===== config.mk =====
export PLATFORM = sky130hd
export DESIGN_NAME = dec_rr_arbiter
export DESIGN_NICKNAME = d
export VERILOG_FILES = /design/src/rtl/dec_rr_arbiter_pkg.sv /design/src/rtl/dec_rr_arbiter_dec3to8.sv /design/src/rtl/dec_rr_arbiter.sv
export SDC_FILE = /design/constraint.sdc
export NUM_CORES = 1
export LEC_CHECK = 0
export ABC_AREA = 0
export CAP_MARGIN = 20
export CORE_ASPECT_RATIO = 1.2
export CORE_UTILIZATION = 55
export DETAILED_ROUTE_END_ITERATION = 8
export PLACE_DENSITY = 0.83
export SLEW_MARGIN = 20
export SYNTH_ARGS = -nofsm -noshare
export SYNTH_HDL_FRONTEND = slang
export SYNTH_SLANG_ARGS = --single-unit

===== constraint.sdc =====
create_clock -name clk -period 6.95 [get_ports clk]
set_input_delay 1.39 -clock clk [delete_from_list [all_inputs] [get_ports clk]]
set_output_delay 1.39 -clock clk [all_outputs]
set_load 0.05 [all_outputs]

===== src/rtl/dec_rr_arbiter_pkg.sv =====
// Shared constants for the decoded round-robin arbiter: FSM encodings,
// default sizing and the hold-counter width helper.
package dec_rr_arbiter_pkg;

    localparam int N_DEF        = 8;
    localparam int IDXW_DEF     = 3;
    localparam int MAX_HOLD_DEF = 15;

    localparam logic [0:0] ST_IDLE  = 1'b0;
    localparam logic [0:0] ST_GRANT = 1'b1;

    // Hold counter must reach MAX_HOLD exactly; a disabled timeout still
    // needs a legal 1-bit vector.
    function automatic int hcnt_width(input int max_hold);
        return (max_hold < 1) ? 1 : $clog2(max_hold + 1);
    endfunction

endpackage


===== src/rtl/dec_rr_arbiter_dec3to8.sv =====
// Combinational 3-to-8 one-hot decoder with enable; output is all zero
// when disabled.
module dec3to8 (
    input  logic [2:0] sel,
    input  logic       en,
    output logic [7:0] y
);

    always_comb begin
        y = 8'h00;
        if (en) begin
            y[sel] = 1'b1;
        end
    end

endmodule


===== src/rtl/dec_rr_arbiter.sv =====
// Round-robin arbiter sharing one decoder-selected resource among 8 lanes;
// holds a grant until done, abandon or hold timeout, then rotates priority.
module dec_rr_arbiter
    import dec_rr_arbiter_pkg::*;
#(
    parameter int N        = N_DEF,
    parameter int IDXW     = IDXW_DEF,
    parameter int MAX_HOLD = MAX_HOLD_DEF
) (
    input  logic            clk,
    input  logic            rst,
    input  logic [N-1:0]    req,
    input  logic [N-1:0]    done,
    output logic [IDXW-1:0] gidx,
    output logic [N-1:0]    grant,
    output logic            gvalid,
    output logic            timeout
);

    localparam int            HW       = hcnt_width(MAX_HOLD);
    localparam logic [HW-1:0] HOLD_LIM = HW'(MAX_HOLD);
    localparam bit            TO_EN    = (MAX_HOLD != 0);

    logic [0:0]      state;
    logic [IDXW-1:0] ptr;
    logic [HW-1:0]   hcnt;

    logic            found;
    logic [IDXW-1:0] pick;
    logic [IDXW-1:0] idx;

    logic rel_done;
    logic rel_abandon;
    logic rel_to;
    logic release_now;

    // Scan from the farthest offset down to ptr so the nearest set lane
    // in circular order is the last one written and therefore wins.
    always_comb begin
        found = 1'b0;
        pick  = ptr;
        idx   = ptr;
        for (int i = N - 1; i >= 0; i--) begin
            idx = ptr + IDXW'(i);
            if (req[idx]) begin
                found = 1'b1;
                pick  = idx;
            end
        end
    end

    assign rel_done    = done[gidx];
    assign rel_abandon = ~req[gidx];
    assign rel_to      = TO_EN && (hcnt == HOLD_LIM);
    assign release_now = rel_done | rel_abandon | rel_to;

    always_ff @(posedge clk or posedge rst) begin
        if (rst) begin
            state   <= ST_IDLE;
            gidx    <= '0;
            gvalid  <= 1'b0;
            timeout <= 1'b0;
            ptr     <= '0;
            hcnt    <= '0;
        end else begin
            timeout <= 1'b0;
            case (state)
                ST_IDLE: begin
                    if (found) begin
                        gidx   <= pick;
                        gvalid <= 1'b1;
                        hcnt   <= HW'(1);
                        state  <= ST_GRANT;
                    end
                end
                ST_GRANT: begin
                    if (release_now) begin
                        gvalid  <= 1'b0;
                        ptr     <= gidx + 1'b1;
                        state   <= ST_IDLE;
                        // A normal release or abandon outranks the timeout.
                        timeout <= ~rel_done & ~rel_abandon;
                    end else if (TO_EN && (hcnt != HOLD_LIM)) begin
                        hcnt <= hcnt + 1'b1;
                    end
                end
            endcase
        end
    end

    dec3to8 u_dec (
        .sel (gidx),
        .en  (gvalid),
        .y   (grant)
    );

endmodule


==> results.py, run 1 <==
metrics = {
    "logic_synthesis": {
        "syn-num-nets": 186,
        "synth_cell_types": 41,
        "ys_ff_latch": 13,
        "synth_xor_area_share_pct": 3.54,
        "synth_compound_area_share_pct": 17.8,
        "ys_warn_count": 0,
        "synthSimpleGateAreaFrac_pct": 18.3,
        "synth_top_family_by_area": "multiplexers",
        "yosysSeqAreaShare_pct": 21.9,
        "syn_area_mm2": 0.00148,
        "synthAdderAreaFrac_pct": 3.38,
        "synth_mux_area_share_pct": 29.3,
        "postSynthAreaPerCell_um2": 9.04,
        "synthCells": 164,
    },
    "global_routing": {
        "grt_pass1_wl_um": 6110,
        "antenna_found_initial": 0,
        "grt_pass1_vias": 1303,
        "grt_start_max_net_pins": 20,
        "track_usage_pct": 27.5,
        "grt_overflow": 0,
    },
    "cts": {
        "numCtsBuffers": 3,
        "clkLatencyLatePin_ns": 0.26,
        "clk_pin_slew_ns": 0.08,
        "cts_tree": "built",
        "clockBufferDepth": 2,
        "post-cts-setup-buffers": 0,
        "clockRootBuffer": "clkbuf_4",
        "post_cts_resize_count": 0,
        "ctsHoldBuffers": 0,
        "cts_num_sinks": 13,
        "cts-htree-levels": 1,
    },
    "power_and_ir_drop": {
        "finalPower_uw": 991,
        "power.leakage_nw": 0.704,
        "vdd_ir_drop_max_mv": 0.317,
        "powerDensity_mw_per_mm2": 549,
    },
    "detailed_routing": {
        "first_pass_iters": 4,
        "antenna_left": 0,
        "vias": 1380,
        "viasPerCell": 6.19,
        "drt_wl_total_um": 3670,
        "drtIter0Drc": 36,
        "drt_drc_violations_left": 0,
        "wl_per_cell_um": 16.5,
    },
    "finish": {
        "final_nets": 213,
        "antenna_cells": 0,
        "fillerInstances": 211,
        "multiInputGateArea_mm2": 0.00107,
        "drive_gt1_share_pct": 11.1,
        "syn_to_final_growth_pct": 21.6,
        "seqCellArea_um2": 325,
    },
    "critical_path": {
        "path_class": "in -> reg",
        "end_kind": "register",
        "cp.required_ns": 7.10,
        "crit_path_start_kind": "input pin",
        "worst_ep_arrival_time_ns": 3.96,
        "r2r_cells": 9,
        "path_max_fanout": 8,
    },
    "job": {
        "drv_cap": 0,
    },
    "die": {
        "ios": 31,
        "rows": 20,
        "start_util_pct": 58.1,
        "die_h_um": 58.9,
        "dieArea_mm2": 0.00291,
        "die_w_um": 49.4,
        "core_area_mm2": 0.00255,
    },
    "timing": {
        "min_period_ns": 3.81,
        "tns_ns": 0,
        "rsz0062_at_grt": "false",
        "slew_viol_final": 0,
        "worstMarginPinSlew_ns": 0.743,
        "skew_ns": 0.00252,
        "finalHoldViolCount": 0,
        "finalSetupViolCount": 0,
        "fin_crit_sh_pct": 54.8,
        "relSlewSlack_pct": 50.4,
        "fmax_mhz": 263,
    },
    "placed_design": {
        "dpl.hpwl_um": 2870,
        "gp_congestion": 0.898,
        "port_buffers": 30,
    },
    "outcome": {
        "outcome": "completed",
    },
    "hold_path": {
        "hold_class": "reg -> reg",
        "hold_path_depth": 1,
    },
}
## per-stage QoR
step | setup slack (ns) | std cells | hold slack, ns | instance area [µm²] | utilization (%)
2_1_floorplan | 3.59 | 164 | 0.472 | 1480 | -
3_3_place_gp | 2.96 | 219 | 0.498 | 1780 | 69.6
3_5_place_dp | 2.88 | 219 | 0.504 | 1780 | 69.6
4_1_cts | 3.16 | 223 | 0.514 | 1800 | 70.6
5_1_grt | 3.05 | 223 | 0.528 | 1800 | 70.6
6_report | 3.14 | 223 | 0.509 | 1800 | 70.6
## sequential cells by signal, summed over array words and instances, names as in the netlist
signal,cells
state,1
timeout,1
gvalid,1
gidx,3
hcnt,4
ptr,3
## power by group
part | internal [mW] | switching [mW] | leakage [nW]
clock network | 0.0222 | 0.0229 | 0.0150
registers | 0.107 | 0.0959 | 0.159
logic | 0.346 | 0.397 | 0.530
## cell type report
class	instances	area share, %
repair buffers	30	16.7
multi-input cells	133	59.5
well taps	33	2.29
inverters	10	2.08
flip-flops and latches	13	18.0
clock buffers	4	1.46
## layer usage
layer	vias to the layer above	routed length, µm	track usage, %	part of all wire (%)
met2	38	1960	48.9	53
met3	9	154	3.88	4.2
met5	-	0	0	0
li1	669	-	-	-
met1	664	1490	34.2	41
met4	0	68	10.2	1.9
## synthesized netlist by cell type
cell type  number  area share [%]
a31oi_1         4             1.7
xor2_1          1            0.59
nand3_1         2            0.68
buf_6           2             1.5
o22ai_1         1            0.42
or2_1           2            0.84
inv_1          10             2.5
a22oi_1         2             1.0
nand3b_1        1            0.51
and2_1          3             1.3
mux2i_1         7             4.7
buf_2           2            0.68
nand2b_1        3             1.3
nand2_1        19             4.8
mux4_1          1             1.8
and3_1          1            0.42
o32ai_1         4             2.4
or4_1           1            0.51
mux4_2         13              20
or3b_2          1            0.59
o22a_1          1            0.59
nor3_1          4             1.4
o31ai_1         1            0.51
dfrtp_1        13              22
nor2b_1         2            0.84
nor2_1         14             3.5
a22o_1          2             1.2
o2bb2ai_1       1            0.59
a21oi_1         7             2.4
o21ai_0        11             3.7
o21a_1          3             1.5
clkbuf_1        4             1.0
o211ai_1        1            0.51
o21ai_1         1            0.34
nor4_1          1            0.42
or2_0           2            0.84
mux2_2          4             3.0
xnor2_1         5             3.0
nand4_1         1            0.42
a21o_1          2             1.0
ha_1            4             3.4
## cell usage in the layout (no fill, tap or decap), types with 3 or more instances in the layout
| cell | netlist | layout |
|---|---|---|
| o32ai_1 | 4 | 4 |
| xnor2_1 | 5 | 5 |
| o21ai_0 | 11 | 11 |
| a21oi_1 | 7 | 7 |
| nand2b_1 | 3 | 3 |
| mux4_2 | 13 | 13 |
| dfrtp_1 | 13 | 13 |
| inv_1 | 10 | 10 |
| and2_1 | 3 | 3 |
| clkbuf_4 | 0 | 3 |
| nor3_1 | 4 | 4 |
| nand2_1 | 19 | 19 |
| nor2_1 | 14 | 14 |
| o21a_1 | 3 | 3 |
| mux2_2 | 4 | 4 |
| mux2i_1 | 7 | 7 |
| ha_1 | 4 | 4 |
| a31oi_1 | 4 | 4 |
| clkdlybuf4s50_1 | 0 | 30 |
## worst max-delay path, stage by stage
cell and delay, ns:
clkdlybuf4s50_1 0.55, mux4_2 0.60, or2_0 0.24, mux4_2 0.48
a31oi_1 0.16, o21ai_1 0.10, xnor2_1 0.14, mux2_2 0.29
## kinds of logic (layout without fill, tap and decap cells)
logic type,count (synthesis),count (layout)
simple gates,57,57
xor+xnor,6,6
fa+ha+maj,4,4
compound gates,41,41
flops,13,13
buf+inv,18,44
mux,25,25
## path summary, 6_finish.rpt
| path | startpoint | to | slack (ns) |
|---|---|---|---|
| setup / recovery | req[5] | gidx[0]$_DFFE_PP0P_ | 3.14 |
| hold / removal | hcnt[0]$_DFFE_PP0P_ | hcnt[0]$_DFFE_PP0P_ | 0.51 |
| setup reg to reg | ptr[1]$_DFFE_PP0P_ | hcnt[2]$_DFFE_PP0P_ | 3.51 |
| hold reg to reg | hcnt[0]$_DFFE_PP0P_ | hcnt[0]$_DFFE_PP0P_ | 0.51 |
| max in group asynchronous | rst | ptr[0]$_DFFE_PP0P_ | 5.19 |
| min in group asynchronous | rst | ptr[1]$_DFFE_PP0P_ | 1.43 |
No activity file was read; power rests on OpenSTA's default activity.
==> inputs of run 2 (changes only) <==
--- a/config.mk
+++ b/config.mk
@@ -8,9 +8,9 @@
 export ABC_AREA = 0
 export CAP_MARGIN = 20
 export CORE_ASPECT_RATIO = 1.2
-export CORE_UTILIZATION = 55
+export CORE_UTILIZATION = 46
 export DETAILED_ROUTE_END_ITERATION = 8
-export PLACE_DENSITY = 0.83
+export PLACE_DENSITY = 0.74
 export SLEW_MARGIN = 20
 export SYNTH_ARGS = -nofsm -noshare
 export SYNTH_HDL_FRONTEND = slang
==> constraint.sdc (replaced) <==
create_clock -name clk -period 3.4 [get_ports clk]
set_input_delay 0.68 -clock clk [delete_from_list [all_inputs] [get_ports clk]]
set_output_delay 0.68 -clock clk [all_outputs]
set_load 0.05 [all_outputs]
==> run 2 against run 1 <==
  * Final cell count increased by 6.7%
  * Via count increased by 2.5%
  * Clock-buffer cell count decreased by 1
  * Critical path depth unchanged
  * Non-clock buffer count increased by 12
  * Highest routed layer unchanged
  * Global-route usage decreased by 4.7 points
==> results.py, run 2 (same netlist as run 1, synthesis figures left out) <==
metrics = {
    "outcome": {
        "outcome": "completed",
    },
    "global_routing": {
        "grt_util_met2_pct": 40.9,
        "antenna_found_initial": 0,
        "grt_use_met1_pct": 29.1,
        "grt_overflow": 0,
        "grt_pass1_vias": 1311,
        "grt_pass1_wl_um": 5930,
        "grt_start_max_net_pins": 19,
        "grtUsageMet3_pct": 2.38,
        "track_usage_pct": 22.8,
        "top_usage_layer": "met2",
    },
    "critical_path": {
        "cpMaxStageDelayCell": "mux4_2",
        "path_max_fanout": 8,
        "cpPeakStageDelay_ns": 0.59,
        "worst_ep_arrival_time_ns": 3.18,
        "crit_path_start_kind": "input pin",
        "crit_chain": "clkdlybuf4s50_1 > mux4_2 > or2_0 > mux4_2 > a31oi_1 > o21ai_1 > xnor2_1 > mux2_2",
        "critPathBufInv": 1,
        "cp.required_ns": 3.56,
        "cpMostUsedCell": "mux4_2",
        "end_kind": "register",
        "path_class": "in -> reg",
        "cpLargestDelayFamily": "multiplexers",
    },
    "finish": {
        "top_register": "hcnt",
        "final_nets": 225,
        "layout_common_cells": "30 x clkdlybuf4s50_1, 19 x nand2_1, 14 x nor2_1",
        "largest_register_ffs": 4,
        "final_common_cell": "clkdlybuf4s50_1",
        "seqCellArea_um2": 325,
        "drive_gt1_share_pct": 16.8,
        "syn_to_final_growth_pct": 28.0,
        "fillerInstances": 266,
        "antenna_cells": 0,
        "multiInputGateArea_mm2": 0.00107,
        "top_regs": "hcnt: 4 flops, gidx: 3 flops, ptr: 3 flops",
    },
    "timing": {
        "finalSetupViolCount": 0,
        "fin_crit_sh_pct": 88.9,
        "rsz0062_at_grt": "false",
        "relSlewSlack_pct": 65.7,
        "fmax_mhz": 331,
        "finalHoldViolCount": 0,
        "worstMarginPinSlew_ns": 0.513,
        "tns_ns": 0,
        "skew_ns": 0.00355,
        "min_period_ns": 3.02,
        "slew_viol_final": 0,
    },
    "placed_design": {
        "port_buffers": 30,
        "gp_congestion": 0.857,
        "dpl.hpwl_um": 2960,
    },
    "die": {
        "core_area_mm2": 0.00306,
        "ios": 31,
        "dieArea_mm2": 0.00346,
        "start_util_pct": 48.5,
        "rows": 22,
        "die_h_um": 64.2,
        "die_w_um": 53.8,
    },
    "power_and_ir_drop": {
        "vdd_ir_drop_max_mv": 0.907,
        "powerDensity_mw_per_mm2": 1100,
        "power.leakage_nw": 0.765,
        "finalPower_mw": 2.08,
    },
    "cts": {
        "post_cts_resize_count": 0,
        "cts_num_sinks": 13,
        "cts-htree-levels": 1,
        "ctsHoldBuffers": 0,
        "numCtsBuffers": 3,
        "clk_pin_slew_ns": 0.08,
        "cts_tree": "built",
        "clockRootBuffer": "clkbuf_4",
        "post-cts-setup-buffers": 0,
        "clkLatencyLatePin_ns": 0.27,
        "clockBufferDepth": 2,
    },
    "job": {
        "drv_cap": 0,
    },
    "detailed_routing": {
        "vias": 1414,
        "drt_drc_violations_left": 0,
        "drtIter0Drc": 56,
        "wl_per_cell_um": 15.8,
        "viasPerCell": 5.94,
        "first_pass_iters": 5,
        "drt_wl_total_um": 3760,
        "antenna_left": 0,
    },
    "hold_path": {
        "hold_class": "reg -> reg",
    },
}
-- run 2: changes by cell type in the layout (fill, tap and decap cells not counted), sizes merged --
cell,change
buf,+12
clkbuf,-1
clkinv,+1
-- run 2: area by class of cell --
type	count	area share (%)
Multi-Input combinational cell	133	56.5
Timing Repair Buffer	42	20.6
Sequential cell	13	17.1
Tap cell	36	2.37
Inverter	10	1.98
Clock buffer	3	1.19
Clock inverter	1	0.264
-- run 2: path summary, 6_finish.rpt --
kind                                startpoint                  end  slack, ns  cells past startpoint
setup reg to reg            ptr[0]$_DFFE_PP0P_  gidx[0]$_DFFE_PP0P_       0.66                      8
hold / removal             hcnt[0]$_DFFE_PP0P_  hcnt[0]$_DFFE_PP0P_       0.51                      1
hold reg to reg            hcnt[0]$_DFFE_PP0P_  hcnt[0]$_DFFE_PP0P_       0.51                      1
setup / recovery                        req[1]  gidx[0]$_DFFE_PP0P_       0.38                      8
min in group asynchronous                  rst  hcnt[1]$_DFFE_PP0P_       0.72                      2
max in group asynchronous                  rst   ptr[2]$_DFFE_PP0P_       2.35                      2
-- run 2: stage by stage --
| stage | utilization (%) | setup WS, ns | cell area [µm²] | std cells | hold slack (ns) |
|---|---|---|---|---|---|
| floorplan | - | 0.522 | 1480 | 164 | 0.472 |
| global placement | 61.2 | 0.137 | 1870 | 234 | 0.491 |
| detailed placement | 61.2 | 0.116 | 1870 | 234 | 0.508 |
| CTS | 62.1 | 0.389 | 1900 | 238 | 0.520 |
| global route | 62.1 | 0.267 | 1900 | 238 | 0.530 |
| finish | 62.1 | 0.378 | 1900 | 238 | 0.514 |
-- run 2: layer usage --
metal	routed length [µm]	part of all wire [%]
met5	0	0
met4	14	0.37
met3	205	5.4
met2	1990	53
met1	1560	41
-- run 2: power by group --
group          total (mW)  internal [mW]  switching, mW  leakage [nW]
Clock              0.0930         0.0435         0.0495        0.0177
Sequential          0.317          0.221         0.0959         0.159
Combinational        1.67          0.764          0.909         0.588
Total                2.08           1.03           1.05         0.765
==> inputs of run 3 (changes only) <==
--- a/config.mk
+++ b/config.mk
@@ -7,7 +7,7 @@
 export LEC_CHECK = 0
 export ABC_AREA = 0
 export CAP_MARGIN = 20
-export CORE_ASPECT_RATIO = 1.2
+export CORE_ASPECT_RATIO = 0.7
 export CORE_UTILIZATION = 46
 export DETAILED_ROUTE_END_ITERATION = 8
 export PLACE_DENSITY = 0.74
==> run 3 against run 2 <==
  * First-iteration DRC count rose to 2.8 times the previous value
  * Flip-flop and latch count did not move
  * Largest power group unchanged
  * Critical path type is now reg -> reg
  * Combinational power rose by 3%
  * Critical endpoint is now hcnt[2]$_DFFE_PP0P_
  * Global-route usage rose by 2.2 points
==> results.py, run 3 (same netlist as run 1, synthesis figures left out) <==
metrics = {
    "cts": {
        "post_cts_resize_count": 0,
        "clk_pin_slew_ns": 0.05,
        "ctsHoldBuffers": 0,
        "post-cts-setup-buffers": 0,
        "clockBufferDepth": 2,
        "numCtsBuffers": 3,
        "clkLatencyLatePin_ns": 0.24,
        "cts-htree-levels": 1,
        "clockRootBuffer": "clkbuf_8",
        "cts_tree": "built",
        "cts_num_sinks": 13,
    },
    "die": {
        "ios": 31,
        "core_area_mm2": 0.00292,
        "rows": 16,
        "die_h_um": 49.5,
        "die_w_um": 69.9,
        "start_util_pct": 50.7,
        "dieArea_mm2": 0.00346,
    },
    "power_and_ir_drop": {
        "vdd_ir_drop_max_mv": 0.688,
        "power.leakage_nw": 0.789,
        "finalPower_mw": 2.20,
        "p_comb_share_pct": 78.3,
        "switching_share_pct": 50.2,
        "pwr-share-seq_pct": 15.6,
        "powerDensity_mw_per_mm2": 1130,
        "p_int_mw": 1.10,
        "clockPowerShare_pct": 6.1,
        "p_switching_mw": 1.10,
    },
    "finish": {
        "final_nets": 229,
        "layout_common_cells": "30 x clkdlybuf4s50_1, 19 x nand2_1, 16 x buf_4",
        "top_register": "hcnt",
        "final_cell_count_no_fill": 242,
        "final_common_cell": "clkdlybuf4s50_1",
        "fillerInstances": 219,
        "antenna_cells": 0,
        "top_regs": "hcnt: 4 flops, gidx: 3 flops, ptr: 3 flops",
        "drive_gt1_share_pct": 18.0,
        "largest_register_ffs": 4,
        "syn_to_final_growth_pct": 31.2,
        "fin_util_pct": 66.6,
        "design_area_mm2": 0.00195,
    },
    "detailed_routing": {
        "drt_drc_violations_left": 0,
        "vias": 1490,
        "drt_wl_total_um": 4010,
        "first_pass_iters": 6,
        "wl_per_cell_um": 16.6,
        "viasPerCell": 6.16,
        "drtIter0Drc": 159,
        "antenna_left": 0,
    },
    "global_routing": {
        "grt_pass1_vias": 1410,
        "track_usage_pct": 25.0,
        "grt_start_max_net_pins": 17,
        "grt_pass1_wl_um": 6870,
        "antenna_found_initial": 0,
        "grt_overflow": 0,
    },
    "critical_path": {
        "crit_chain": "inv_1 > ha_1 > mux4_2 > nor4_1 > and2_1 > a31oi_1 > nor2_1 > o21ai_0 > o21ai_0",
        "worst_ep_arrival_time_ns": 3.19,
        "cpPeakStageDelay_ns": 0.55,
        "cpMaxStageDelayCell": "ha_1",
        "path_max_fanout": 10,
        "path_class": "reg -> reg",
        "cpMostUsedCell": "o21ai_0",
        "crit_path_start_kind": "register",
        "cp.required_ns": 3.56,
        "end_kind": "register",
    },
    "placed_design": {
        "dpl.hpwl_um": 3170,
        "place_area_mm2": 0.00190,
        "dpl_worst_slack_ns": 0.139,
        "dp_cells": 238,
        "gp_congestion": 0.904,
        "port_buffers": 30,
    },
    "timing": {
        "worst_slack_ns": 0.372,
        "whs_ns": 0.507,
        "relSlewSlack_pct": 66.0,
        "fin_crit_sh_pct": 89.0,
        "fmax_mhz": 330,
        "finalHoldViolCount": 0,
        "slew_viol_final": 0,
        "rsz0062_at_grt": "false",
        "finalSetupViolCount": 0,
        "skew_ns": 0.00201,
        "tns_ns": 0,
        "min_period_ns": 3.03,
        "worstMarginPinSlew_ns": 0.511,
    },
    "hold_path": {
        "hold_class": "reg -> reg",
    },
    "job": {
        "drv_cap": 0,
    },
    "outcome": {
        "outcome": "completed",
    },
}
[run 3: cell count changes in the layout (fill, tap and decap cells not counted), sizes merged]
cell,before,now
clkinv,1,0
buf,12,16
clkbuf,3,4
[run 3: path summary, 6_finish.rpt]
check                                         start  slack, ns  depth (start not counted)             endpoint
max in group asynchronous                       rst       2.34                          2  hcnt[0]$_DFFE_PP0P_
worst min register to register  hcnt[0]$_DFFE_PP0P_       0.51                          1  hcnt[0]$_DFFE_PP0P_
worst max register to register   ptr[0]$_DFFE_PP0P_       0.37                          9  hcnt[2]$_DFFE_PP0P_
worst min-delay path            hcnt[0]$_DFFE_PP0P_       0.51                          1  hcnt[0]$_DFFE_PP0P_
min in group asynchronous                       rst       0.75                          2  gidx[0]$_DFFE_PP0P_
worst max-delay path             ptr[0]$_DFFE_PP0P_       0.37                          9  hcnt[2]$_DFFE_PP0P_
[run 3: final cells by class]
| type | instances | area (µm²) | area share [%] |
|---|---|---|---|
| Clock buffer | 4 | 45.0 | 2.32 |
| Inverter | 10 | 37.5 | 1.93 |
| Multi-Input combinational cell | 133 | 1070 | 55.1 |
| Sequential cell | 13 | 325 | 16.7 |
| Tap cell | 36 | 45.0 | 2.32 |
| Timing Repair Buffer | 46 | 420 | 21.6 |
[run 3: power groups by stage]
| stage | Clock (mW) | Sequential (mW) | Combinational (mW) |
|---|---|---|---|
| 2_1_floorplan | 0 | 0.366 | 1.23 |
| 3_3_place_gp | 0 | 0.340 | 1.64 |
| 3_5_place_dp | 0 | 0.347 | 1.69 |
| 4_1_cts | 0.135 | 0.345 | 1.70 |
| 5_1_grt | 0.144 | 0.361 | 1.87 |
| 6_report | 0.134 | 0.344 | 1.72 |
[run 3: critical path, delay by kind of cell (launching register included)]
family | cells | cell delay (ns)
and+or+nand+nor | 3 | 0.87
adders and majority gates | 1 | 0.55
muxes | 1 | 0.46
DFF | 1 | 0.54
buffers and inverters | 1 | 0.08
AOI/OAI and AO/OA | 3 | 0.44
[run 3: per-layer routing]
metal / track usage [%] / routed length (µm)
met2: 38.8 / 1720
met5: 0 / 0
met1: 37.5 / 1870
met3: 4.29 / 382
met4: 3.33 / 42
